## config.mk

```make
export PLATFORM = sky130hd
export DESIGN_NAME = jpeg_pixel_sink
export DESIGN_NICKNAME = d
export VERILOG_FILES = /design/src/rtl/jpeg_sink_pkg.sv /design/src/rtl/jpeg_pixel_fifo.sv /design/src/rtl/jpeg_pixel_sink.sv
export SDC_FILE = /design/constraint.sdc
export NUM_CORES = 1
export LEC_CHECK = 0
export CORE_ASPECT_RATIO = 2
export CORE_UTILIZATION = 30
export CTS_CLUSTER_DIAMETER = 120
export DETAILED_ROUTE_END_ITERATION = 10
export PLACE_DENSITY_LB_ADDON = 0.3
export SLEW_MARGIN = 20
export SYNTH_ARGS = -nofsm -noshare
export SYNTH_HDL_FRONTEND = slang
export SYNTH_HIERARCHICAL = 1
export SYNTH_SLANG_ARGS = --single-unit
```

## constraint.sdc

```tcl
create_clock -name clk_i -period 7.3 [get_ports clk_i]
set_clock_uncertainty 0.05 [all_clocks]
set_input_delay 1.095 -clock clk_i [delete_from_list [all_inputs] [get_ports clk_i]]
set_output_delay 1.095 -clock clk_i [all_outputs]
set_load 0.05 [all_outputs]
```

## src/rtl/jpeg_sink_pkg.sv

```systemverilog
// jpeg_sink_pkg: shared types for the jpeg pixel sink (ring word layout, frame FSM states)
package jpeg_sink_pkg;
  localparam int RING_W = 88;
  typedef struct packed {
    logic [15:0] width;
    logic [15:0] height;
    logic [15:0] x;
    logic [15:0] y;
    logic [7:0]  r;
    logic [7:0]  g;
    logic [7:0]  b;
  } pixel_t;
  typedef enum logic [1:0] {IDLE, ACTIVE, DONE} state_t;
  function automatic logic [31:0] rgb_word(input pixel_t p);
    return {8'h0, p.r, p.g, p.b};
  endfunction
endpackage

```

## src/rtl/jpeg_pixel_fifo.sv

```systemverilog
// jpeg_pixel_fifo: small synchronous FIFO, head word shown combinationally, zero when empty
module jpeg_pixel_fifo #(
  parameter int WIDTH = 88,
  parameter int DEPTH = 4
) (
  input  logic             clk,
  input  logic             rst_n,
  input  logic             push,
  input  logic             pop,
  input  logic [WIDTH-1:0] wdata,
  output logic [WIDTH-1:0] rdata,
  output logic             full,
  output logic             empty
);
  localparam int AW = $clog2(DEPTH);
  logic [WIDTH-1:0] mem [DEPTH];
  logic [AW:0] wr_ptr, rd_ptr;
  logic do_push, do_pop;
  // extra pointer bit distinguishes full from empty when the indices match
  assign full    = (wr_ptr[AW] != rd_ptr[AW]) && (wr_ptr[AW-1:0] == rd_ptr[AW-1:0]);
  assign empty   = wr_ptr == rd_ptr;
  assign do_push = push && !full;
  assign do_pop  = pop && !empty;
  assign rdata   = empty ? '0 : mem[rd_ptr[AW-1:0]];
  always_ff @(posedge clk or negedge rst_n)
    if (!rst_n) begin
      wr_ptr <= '0;
      rd_ptr <= '0;
    end else begin
      if (do_push) wr_ptr <= wr_ptr + 1'b1;
      if (do_pop) rd_ptr <= rd_ptr + 1'b1;
    end
  always_ff @(posedge clk)
    if (do_push) mem[wr_ptr[AW-1:0]] <= wdata;
endmodule

```

## src/rtl/jpeg_pixel_sink.sv

```systemverilog
// jpeg_pixel_sink: buffers jpeg_core pixels into 88-bit ring words and tracks per-frame count,
// checksum and sticky range/size errors
module jpeg_pixel_sink
  import jpeg_sink_pkg::*;
#(
  parameter int DEPTH_P  = 4,
  parameter int RING_W_P = 88
) (
  input  logic                clk_i,
  input  logic                rst_i,
  input  logic                pix_valid_i,
  input  logic [15:0]         pix_width_i,
  input  logic [15:0]         pix_height_i,
  input  logic [15:0]         pix_x_i,
  input  logic [15:0]         pix_y_i,
  input  logic [7:0]          pix_r_i,
  input  logic [7:0]          pix_g_i,
  input  logic [7:0]          pix_b_i,
  output logic                pix_accept_o,
  output logic                v_o,
  output logic [RING_W_P-1:0] data_o,
  input  logic                ready_i,
  output logic                frame_done_o,
  output logic [31:0]         frame_pixels_o,
  output logic [31:0]         checksum_o,
  output logic                range_err_o,
  output logic                size_err_o
);
  pixel_t pix;
  state_t state, state_nxt;
  logic full, empty, acc, start;
  logic [15:0] w_q, h_q, cur_w, cur_h;
  logic [31:0] total_q, prod, pixels_inc;
  assign pix = {pix_width_i, pix_height_i, pix_x_i, pix_y_i, pix_r_i, pix_g_i, pix_b_i};
  jpeg_pixel_fifo #(.WIDTH(RING_W_P), .DEPTH(DEPTH_P)) u_fifo (
    .clk(clk_i), .rst_n(rst_i), .push(pix_valid_i), .pop(ready_i),
    .wdata(pix), .rdata(data_o), .full(full), .empty(empty)
  );
  assign pix_accept_o = !full;
  assign v_o          = !empty;
  assign frame_done_o = state == DONE;
  assign acc          = pix_valid_i && pix_accept_o;
  assign start        = acc && state != ACTIVE;
  // the first pixel of a frame is checked against its own size, later ones against the latched size
  assign cur_w        = start ? pix_width_i : w_q;
  assign cur_h        = start ? pix_height_i : h_q;
  assign prod         = {16'h0, pix_width_i} * {16'h0, pix_height_i};
  assign pixels_inc   = frame_pixels_o + 32'd1;
  always_comb
    state_nxt = start ? (prod <= 32'd1 ? DONE : ACTIVE) :
                state == DONE ? IDLE :
                (acc && pixels_inc == total_q) ? DONE : state;
  always_ff @(posedge clk_i or negedge rst_i)
    if (!rst_i) begin
      state          <= IDLE;
      w_q            <= '0;
      h_q            <= '0;
      total_q        <= '0;
      frame_pixels_o <= '0;
      checksum_o     <= '0;
      range_err_o    <= 1'b0;
      size_err_o     <= 1'b0;
    end else begin
      state <= state_nxt;
      if (start) begin
        w_q            <= pix_width_i;
        h_q            <= pix_height_i;
        total_q        <= prod;
        frame_pixels_o <= 32'd1;
        checksum_o     <= rgb_word(pix);
      end else if (acc) begin
        frame_pixels_o <= pixels_inc;
        checksum_o     <= checksum_o + rgb_word(pix);
      end
      if (acc && (pix_x_i >= cur_w || pix_y_i >= cur_h)) range_err_o <= 1'b1;
      if (start ? (pix_width_i == '0 || pix_height_i == '0)
                : (acc && (pix_width_i != w_q || pix_height_i != h_q))) size_err_o <= 1'b1;
    end
endmodule

```

==> impl_summary.md, run 1 <==
Run status
The flow ran to the end, and the final reports show no timing, DRC or antenna violations.

Global route
The via count of the first global-routing pass was 23614. Global routing used 17.1% of the available tracks. The number of antenna violations at the first check in global routing was 2. The pin count of the biggest net entering global routing is 81. Global routing finished with a remaining overflow of 0. The first global-routing pass estimated 139 mm of wire.

Synthesis
The post-synthesis instance area is 31700 µm². The synthesized design spends more area on one cell type than any other, namely sky130_fd_sc_hd__edfxtp_1. By area the synthesized netlist is led by sky130_fd_sc_hd__edfxtp_1 33%, sky130_fd_sc_hd__fa_1 12%, sky130_fd_sc_hd__dfrtp_1 11%. The number of distinct library cells after synthesis is 81. The total number of yosys warnings is 6.

The synthesized netlist net count is 3170. A synthesized cell averages 11.7 µm². The share of synthesized area in the top cell type comes to 33.4%. The sequential element share of the synthesized area is 44.3%.

Of all flip-flops after synthesis, the portion carrying an async set or reset was 28.2%. Synthesis produced 2717 cells. The flop and latch count out of synthesis is 490. The synthesized design contains 352 enable-type register cells. The commonest register cell after synthesis is sky130_fd_sc_hd__edfxtp_1.

Placement
The placed wire-length estimate after detailed placement is 68.6 mm. The total cell area at the placement stage is 37500 µm². The congestion estimate from routability-driven global placement came to 0.872.

The worst slack at placement is -0.745 ns. The count of buffers added on input and output ports is 248.

Drt
For this block, the initial DRC count from the detailed router was 983. The DRC violation count after routing is 0. Once detail routing completed, the nets flagged for antenna violations numbered 0. The ratio of routed vias to standard cells is 4.84. Before antenna repair, the detailed router went through 5 iterations.

The final routed wirelength across all metal layers is 91.3 mm. The routed layout has 21999 vias. The detailed router put a total of 31.7 mm of wire on met1. Detailed routing placed a total of 3.84 mm of wire on met3. In this run the top signal layer used is met5.

After detailed routing, the average wire length per cell comes to 20.1 µm. The routed length on met2 is 51.3 mm.

Layout
The area of the multi-input gates is 16400 µm². The sequential cell area is 14000 µm². The layout has 10196 filler cells. The area overhead of the layout relative to synthesis is 25.1%.

For this run, the post-layout net count is 3602. The finished cells cover 39600 µm². The share of cells above drive strength 1 is 17.2%.

Critical path
STA classifies the critical path startpoint as an input pin. The data arrival time of the critical path is 7.55 ns. The required time of the critical path is 7.71 ns. The worst setup path is of the input pin to register kind. The endpoint kind of the worst setup timing path is a register. Of all nets on the critical path, the largest fanout is 14.

Clocking
CTS built an H-tree with a depth of 2. The buffer cell driving the clock tree root is sky130_fd_sc_hd__clkbuf_16. CTS saw 490 sinks.

The number of hold buffers added after CTS was 0. The TritonCTS clock tree is done. The clock transition at the registers of the reported paths is 0.07 ns. Counting along the longest clock path gives a buffer depth of 3. Clock latency on the worst-skew pair, taken at its later pin, is 0.59 ns. The number of buffers inserted during clock tree synthesis is 42.

Timing
The final critical-path required period is 7.14 ns. The slew at the pin closest to its max-slew limit is 0.887 ns. The final number of hold-violating endpoints is 0.

The final number of max-transition violations was 0. The worst path uses 97.8% of the clock period. The final number of setup-violating endpoints is 0. The aggregate negative setup slack is 0 ns. After layout, the worst setup slack is 0.163 ns. The worst pin sits at a relative slew slack of 40.3%. Derived from the worst setup path, the maximum achievable clock frequency is 140 MHz.

Die
The placement row count is 168. From left edge to right edge, the die measures 232 µm. The placeable core area is 105000 µm². The starting density of the core is 30.3%. Measured along the y axis, the die boundary spans 461 µm. The total I/O pin count is 249. The die area is 107000 µm².

Run
The number of maximum-capacitance constraint violations is 0.

Worst hold path
The worst hold path belongs to the class register to register.
synth_stat cells (all sizes together) (10+ instances only):
cell,n
a211oi,14
a21o,23
a21oi,85
a31oi,24
and2,131
and3,20
buf,44
clkbuf,106
dfrtp,138
edfxtp,352
fa,195
ha,166
inv,285
mux2i,38
mux4,88
nand2,312
nand2b,12
nand3,33
nand4,21
nor2,86
nor2b,105
nor3,29
nor4,19
o21a,11
o21ai,113
o31ai,27
or2,10
xnor2,65
xor2,62
worst paths after layout:
kind                                       to  cells past startpoint        startpoint  slack [ns]
max                                  state[0]                     22  pix_height_i[14]        0.16
min                                size_err_o                      1        size_err_o        0.45
max reg2reg                       range_err_o                     16  u_fifo/rd_ptr[0]        2.65
min reg2reg                        size_err_o                      1        size_err_o        0.45
max in group asynchronous    u_fifo/rd_ptr[1]                      2             rst_i        5.24
min in group asynchronous  frame_pixels_o[15]                      1             rst_i        0.50
logic make-up (layout without fill, tap and decap cells):
logic type | Yosys count | count (layout) | share of synthesized area [%]
multiplexers | 130 | 130 | 7.60
AO/OA/AOI/OAI | 370 | 370 | 7.43
other | 0 | 1 | 0
buffers and inverters | 435 | 899 | 5.48
flip-flops | 490 | 490 | 44.3
adder cells (fa/ha/maj) | 361 | 361 | 18.9
AND/OR/NAND/NOR | 804 | 804 | 12.8
XOR/XNOR | 127 | 127 | 3.56
per-layer routing:
layer | global-route usage (%) | vias to the layer above
met1 | 17.6 | 11089
met4 | 7.62 | 2
met2 | 33.4 | 500
met3 | 2.29 | 187
li1 | - | 10221
met5 | 0 | -
critical path, stage by stage:
cell                              delay [ns]
sky130_fd_sc_hd__clkdlybuf4s50_1        0.46
sky130_fd_sc_hd__buf_4                  0.19
sky130_fd_sc_hd__buf_4                  0.24
sky130_fd_sc_hd__and2_1                 0.20
sky130_fd_sc_hd__fa_1                   0.45
sky130_fd_sc_hd__fa_2                   0.56
sky130_fd_sc_hd__fa_1                   0.45
sky130_fd_sc_hd__fa_1                   0.49
sky130_fd_sc_hd__fa_1                   0.49
sky130_fd_sc_hd__inv_1                  0.05
sky130_fd_sc_hd__fa_1                   0.48
sky130_fd_sc_hd__inv_1                  0.07
sky130_fd_sc_hd__ha_4                   0.29
sky130_fd_sc_hd__a21oi_1                0.06
sky130_fd_sc_hd__o21bai_1               0.32
sky130_fd_sc_hd__a21o_1                 0.19
sky130_fd_sc_hd__a41oi_2                0.05
sky130_fd_sc_hd__o41ai_2                0.38
sky130_fd_sc_hd__xor2_1                 0.13
sky130_fd_sc_hd__or4b_4                 0.54
sky130_fd_sc_hd__nor4b_4                0.26
sky130_fd_sc_hd__a21oi_1                0.10
metrics by stage:
stage	hold WS, ns	std cells	utilization, %
6_report	0.449	4542	37.8
5_1_grt	0.469	4542	37.8
4_1_cts	0.447	4525	37.4
3_5_place_dp	0.416	4433	35.8
3_3_place_gp	0.406	4433	35.8
2_1_floorplan	0.415	2717	-
registers in the layout, summed over array words and instances (netlist names):
signal / flops
size_err_o: 1
range_err_o: 1
checksum_o: 32
u_fifo/wr_ptr: 3
total_q: 32
state: 2
u_fifo/rd_ptr: 3
w_q: 16
h_q: 16
u_fifo/mem: 352
frame_pixels_o: 32
placed cells by master (no fill, tap or decap), drive strengths merged, types with 6 or more instances in the layout:
cell type	count
dfrtp	138
xor2	62
xnor2	65
buf	288
o21bai	7
and4	9
o211ai	6
clkinv	8
a31oi	24
inv	290
a211oi	14
fa	195
dlymetal6s2s	8
mux2i	38
dlygate4sd2	15
mux4	88
clkbuf	59
nand2	312
nor2b	105
clkdlybuf4s50	223
and2	131
ha	166
a22oi	6
nor4	19
and3	20
edfxtp	352
nand4	21
a21o	23
nand3	33
nor3	29
o21a	11
o31ai	27
nor2	86
nand2b	12
a21oi	85
or2	10
o21ai	113
cell type report:
class / instances / share of cell area [%]
flip-flops and latches: 490 / 35.4
inverters: 285 / 2.70
diodes: 1 / 0.00632
well taps: 1360 / 4.30
repair buffers: 538 / 12.7
multi-input cells: 1792 / 41.3
clock inverters: 20 / 0.701
clock buffers: 56 / 2.84
timing repair:
item / 4_1_cts / 5_1_grt
pin swaps: 20 / 50
setup endpoints to repair: 2 / 5
gates cloned: 1 / 2
resized for setup: 45 / 61
setup buffers: 15 / 15
Power of run 1 is not shown: default switching activity piles up to over one toggle a cycle in this logic, so the estimate is an artifact.
==> run 2: changes to the inputs <==
--- a/config.mk
+++ b/config.mk
@@ -5,6 +5,8 @@
 export SDC_FILE = /design/constraint.sdc
 export NUM_CORES = 1
 export LEC_CHECK = 0
+export CELL_PAD_IN_SITES_DETAIL_PLACEMENT = 0
+export CELL_PAD_IN_SITES_GLOBAL_PLACEMENT = 1
 export CORE_ASPECT_RATIO = 2
 export CORE_UTILIZATION = 30
 export CTS_CLUSTER_DIAMETER = 120
==> impl_summary.md, run 2 (synthesized netlist as in run 1, its figures left out) <==
Timing
The final clock period utilization by the worst path was 97.6% (was 97.8%). The remaining max-slew budget at the tightest pin is 32.4% (was 40.3%). The final number of hold-violating endpoints came to 0 (unchanged).

The final critical-path required period is 7.13 ns (was 7.14 ns). The worst hold slack is 0.475 ns (was 0.449 ns). The slew at the pin closest to its max-slew limit is 1.00 ns (was 0.887 ns). The final number of setup-violating endpoints came to 0 (unchanged). The final number of max-transition violations is 0 (unchanged). The achievable frequency is 140 MHz (about the same).

Drt
The wire length per cell is 20.8 µm (was 20.1 µm). The ratio of routed vias to standard cells is 4.83 (was 4.84). The first-pass iteration count of the detailed router came to 8 (was 5). The DRC violation count after routing is 0 (unchanged).

The number of antenna-violating nets in the routed design is 0 (unchanged). The final routed wirelength across all metal layers is 95.1 mm (was 91.3 mm). The via count is 22035 (was 21999). The violation count after the first detailed-route iteration is 1000 (was 983).

Global route
The via count of the first global-routing pass was 23650 (was 23614). The pin count of the biggest net entering global routing is 95 (was 81). The overall routing resource usage is 18.0% (was 17.1%). The overall overflow remaining after global route came to 0 (unchanged).

The number of antenna violations at the first check in global routing was 3 (was 2). The first-pass GRT wire length was 145 mm (was 139 mm).

Layout
The share of cells above drive strength 1 is 17.1% (was 17.2%). The area overhead of the layout relative to synthesis is 25.5% (was 25.1%). The post-layout net count is 3619 (was 3602). The final core utilization is 38.0% (was 37.8%). Most used cells in the layout excluding fill and tap cells: 352 x sky130_fd_sc_hd__edfxtp_1, 310 x sky130_fd_sc_hd__nand2_1, 284 x sky130_fd_sc_hd__inv_1 (was 352 x sky130_fd_sc_hd__edfxtp_1, 306 x sky130_fd_sc_hd__nand2_1, 277 x sky130_fd_sc_hd__inv_1). The leading cell type in the layout, fill and taps excluded is sky130_fd_sc_hd__edfxtp_1 (unchanged).

The flip-flop count of the largest register, all copies and words added is 352 (unchanged).

Worst hold path
The end of the worst hold path was total_q[1] (was size_err_o). The source of the worst hold timing path is total_q[1] (was size_err_o). The worst hold path class is register to register (unchanged). The number of cells on the worst hold path is 2 (was 1).

Die
The starting density of the core is 30.3% (unchanged). The placement row count was 168 (unchanged). The total I/O pin count is 249 (unchanged). The horizontal extent of the die came to 232 µm (unchanged). The placeable core area is 105000 µm² (unchanged). The die area came to 107000 µm² (unchanged). The vertical die dimension is 461 µm (unchanged).

Clocking
The number of buffers inserted during clock tree synthesis is 43 (was 42). The buffer cell driving the clock tree root is sky130_fd_sc_hd__clkbuf_16 (unchanged). The TritonCTS clock tree is done (unchanged). The buffer depth of the longest clock path is 3 (unchanged). The number of hold buffers added after cts is 0 (unchanged). The clock sink total was 490 (unchanged).

The number of H-tree levels is 2 (unchanged). The insertion delay of the later-clocked pin in the worst-skew pair is 0.59 ns (about the same). The clock transition at the registers of the reported paths is 0.07 ns (about the same).

Critical path
The data arrival time of the critical path is 7.54 ns (was 7.55 ns). The kind of launch point of the worst setup path is an input pin (unchanged). The worst setup path category is input pin to register (unchanged). The cell with the most instances on the worst path is sky130_fd_sc_hd__fa_1 (unchanged).

The endpoint kind of the worst setup timing path is a register (unchanged). Cells along the critical path: clkdlybuf4s50_1, buf_6, buf_4, buf_4, and2_1, fa_1, inv_1, fa_1, fa_1, fa_1, fa_1, fa_1, inv_1, ha_1, nand2_1, buf_4, nor2_2, and3_1, a32o_1, a211o_1, xnor2_1, or4b_4, nor4b_4, a21oi_1 (was clkdlybuf4s50_1, buf_4, buf_4, and2_1, fa_1, fa_2, fa_1, fa_1, fa_1, inv_1, fa_1, inv_1, ha_4, a21oi_1, o21bai_1, a21o_1, a41oi_2, o41ai_2, xor2_1, or4b_4, nor4b_4, a21oi_1). The worst-case reg-to-reg path depth is 19 (was 16).

The longest individual stage delay on the worst path is 0.61 ns (was 0.56 ns). The launching point of the worst reg2reg path is u_fifo/rd_ptr[0] (unchanged). The flop-to-flop setup slack is 2.39 ns (was 2.65 ns). The largest fanout on the critical path was 6 (was 14).

The endpoint of the worst-slack reg-to-reg timing path is range_err_o (unchanged). The highest-delay cell along the critical path is sky130_fd_sc_hd__fa_1 (was sky130_fd_sc_hd__fa_2). The required time of the critical path is 7.71 ns (about the same).

Run status
Result of the run: finished clean (unchanged).

Placement
The placed wire-length estimate after detailed placement is 69.8 mm (was 68.6 mm). The weighted congestion at the end of routability-driven global placement came to 0.856 (was 0.872). The count of port buffers added during placement is 248 (unchanged).

Run
The number of maximum-capacitance constraint violations came to 0 (unchanged).
==> run 2: layer usage <==
layer | share of wire [%] | vias to the layer above | GRT usage (%)
met3 | 3.5 | 166 | 1.95
met1 | 36 | 11182 | 19.3
met2 | 56 | 431 | 35.0
met5 | 0 | - | 0
li1 | - | 10256 | -
met4 | 4.1 | 0 | 7.41
==> run 2: area by class of cell <==
class	instances	area [µm²]
diodes	2	5.00
clock buffers	62	1270
clock inverters	16	168
fillers	10298	64900
inverters	285	1070
multi-input cells	1792	16300
flip-flops and latches	490	14000
well taps	1360	1700
repair buffers	554	5220
==> run 2: how the worst max path moves through the flow <==
stage | start | end | slack, ns | cells past startpoint
after floorplan | pix_width_i[15] | state[0] | 0.002 | 23
after global placement | pix_width_i[7] | state[0] | -0.88 | 25
after detailed placement | pix_width_i[7] | state[0] | -0.88 | 24
after CTS | pix_width_i[6] | state[0] | 0.01 | 25
after global routing | pix_height_i[8] | state[0] | -0.04 | 24
final | pix_height_i[8] | state[0] | 0.17 | 24
==> run 2: timing repair <==
action                                  in CTS  in global routing
endpoints found under the hold margin        0                  0
gates cloned                                 5                  0
gates resized for setup                     68                 33
endpoints found under the setup margin       3                  4
pin swaps                                   27                 30
buffers inserted                            32                  3
==> run 2: worst max-delay path: cells and delay by family <==
family,cells,cell delay [ns]
xor+xnor,1,0.16
compound gates,3,0.58
fa+ha+maj,7,3.31
simple gates,6,1.35
buf+inv,7,1.03
==> run 2: metrics by stage <==
step	TNS, ns	setup slack [ns]	std cells	cell area [µm²]
6_report	0	0.174	4561	39700
5_1_grt	-0.0593	-0.0356	4560	39700
4_1_cts	0	0.0107	4556	39600
3_5_place_dp	-5.06	-0.882	4441	37500
3_3_place_gp	-5.06	-0.880	4441	37500
2_1_floorplan	0	0.00187	2717	31700
Power of run 2 is left out for the same reason.
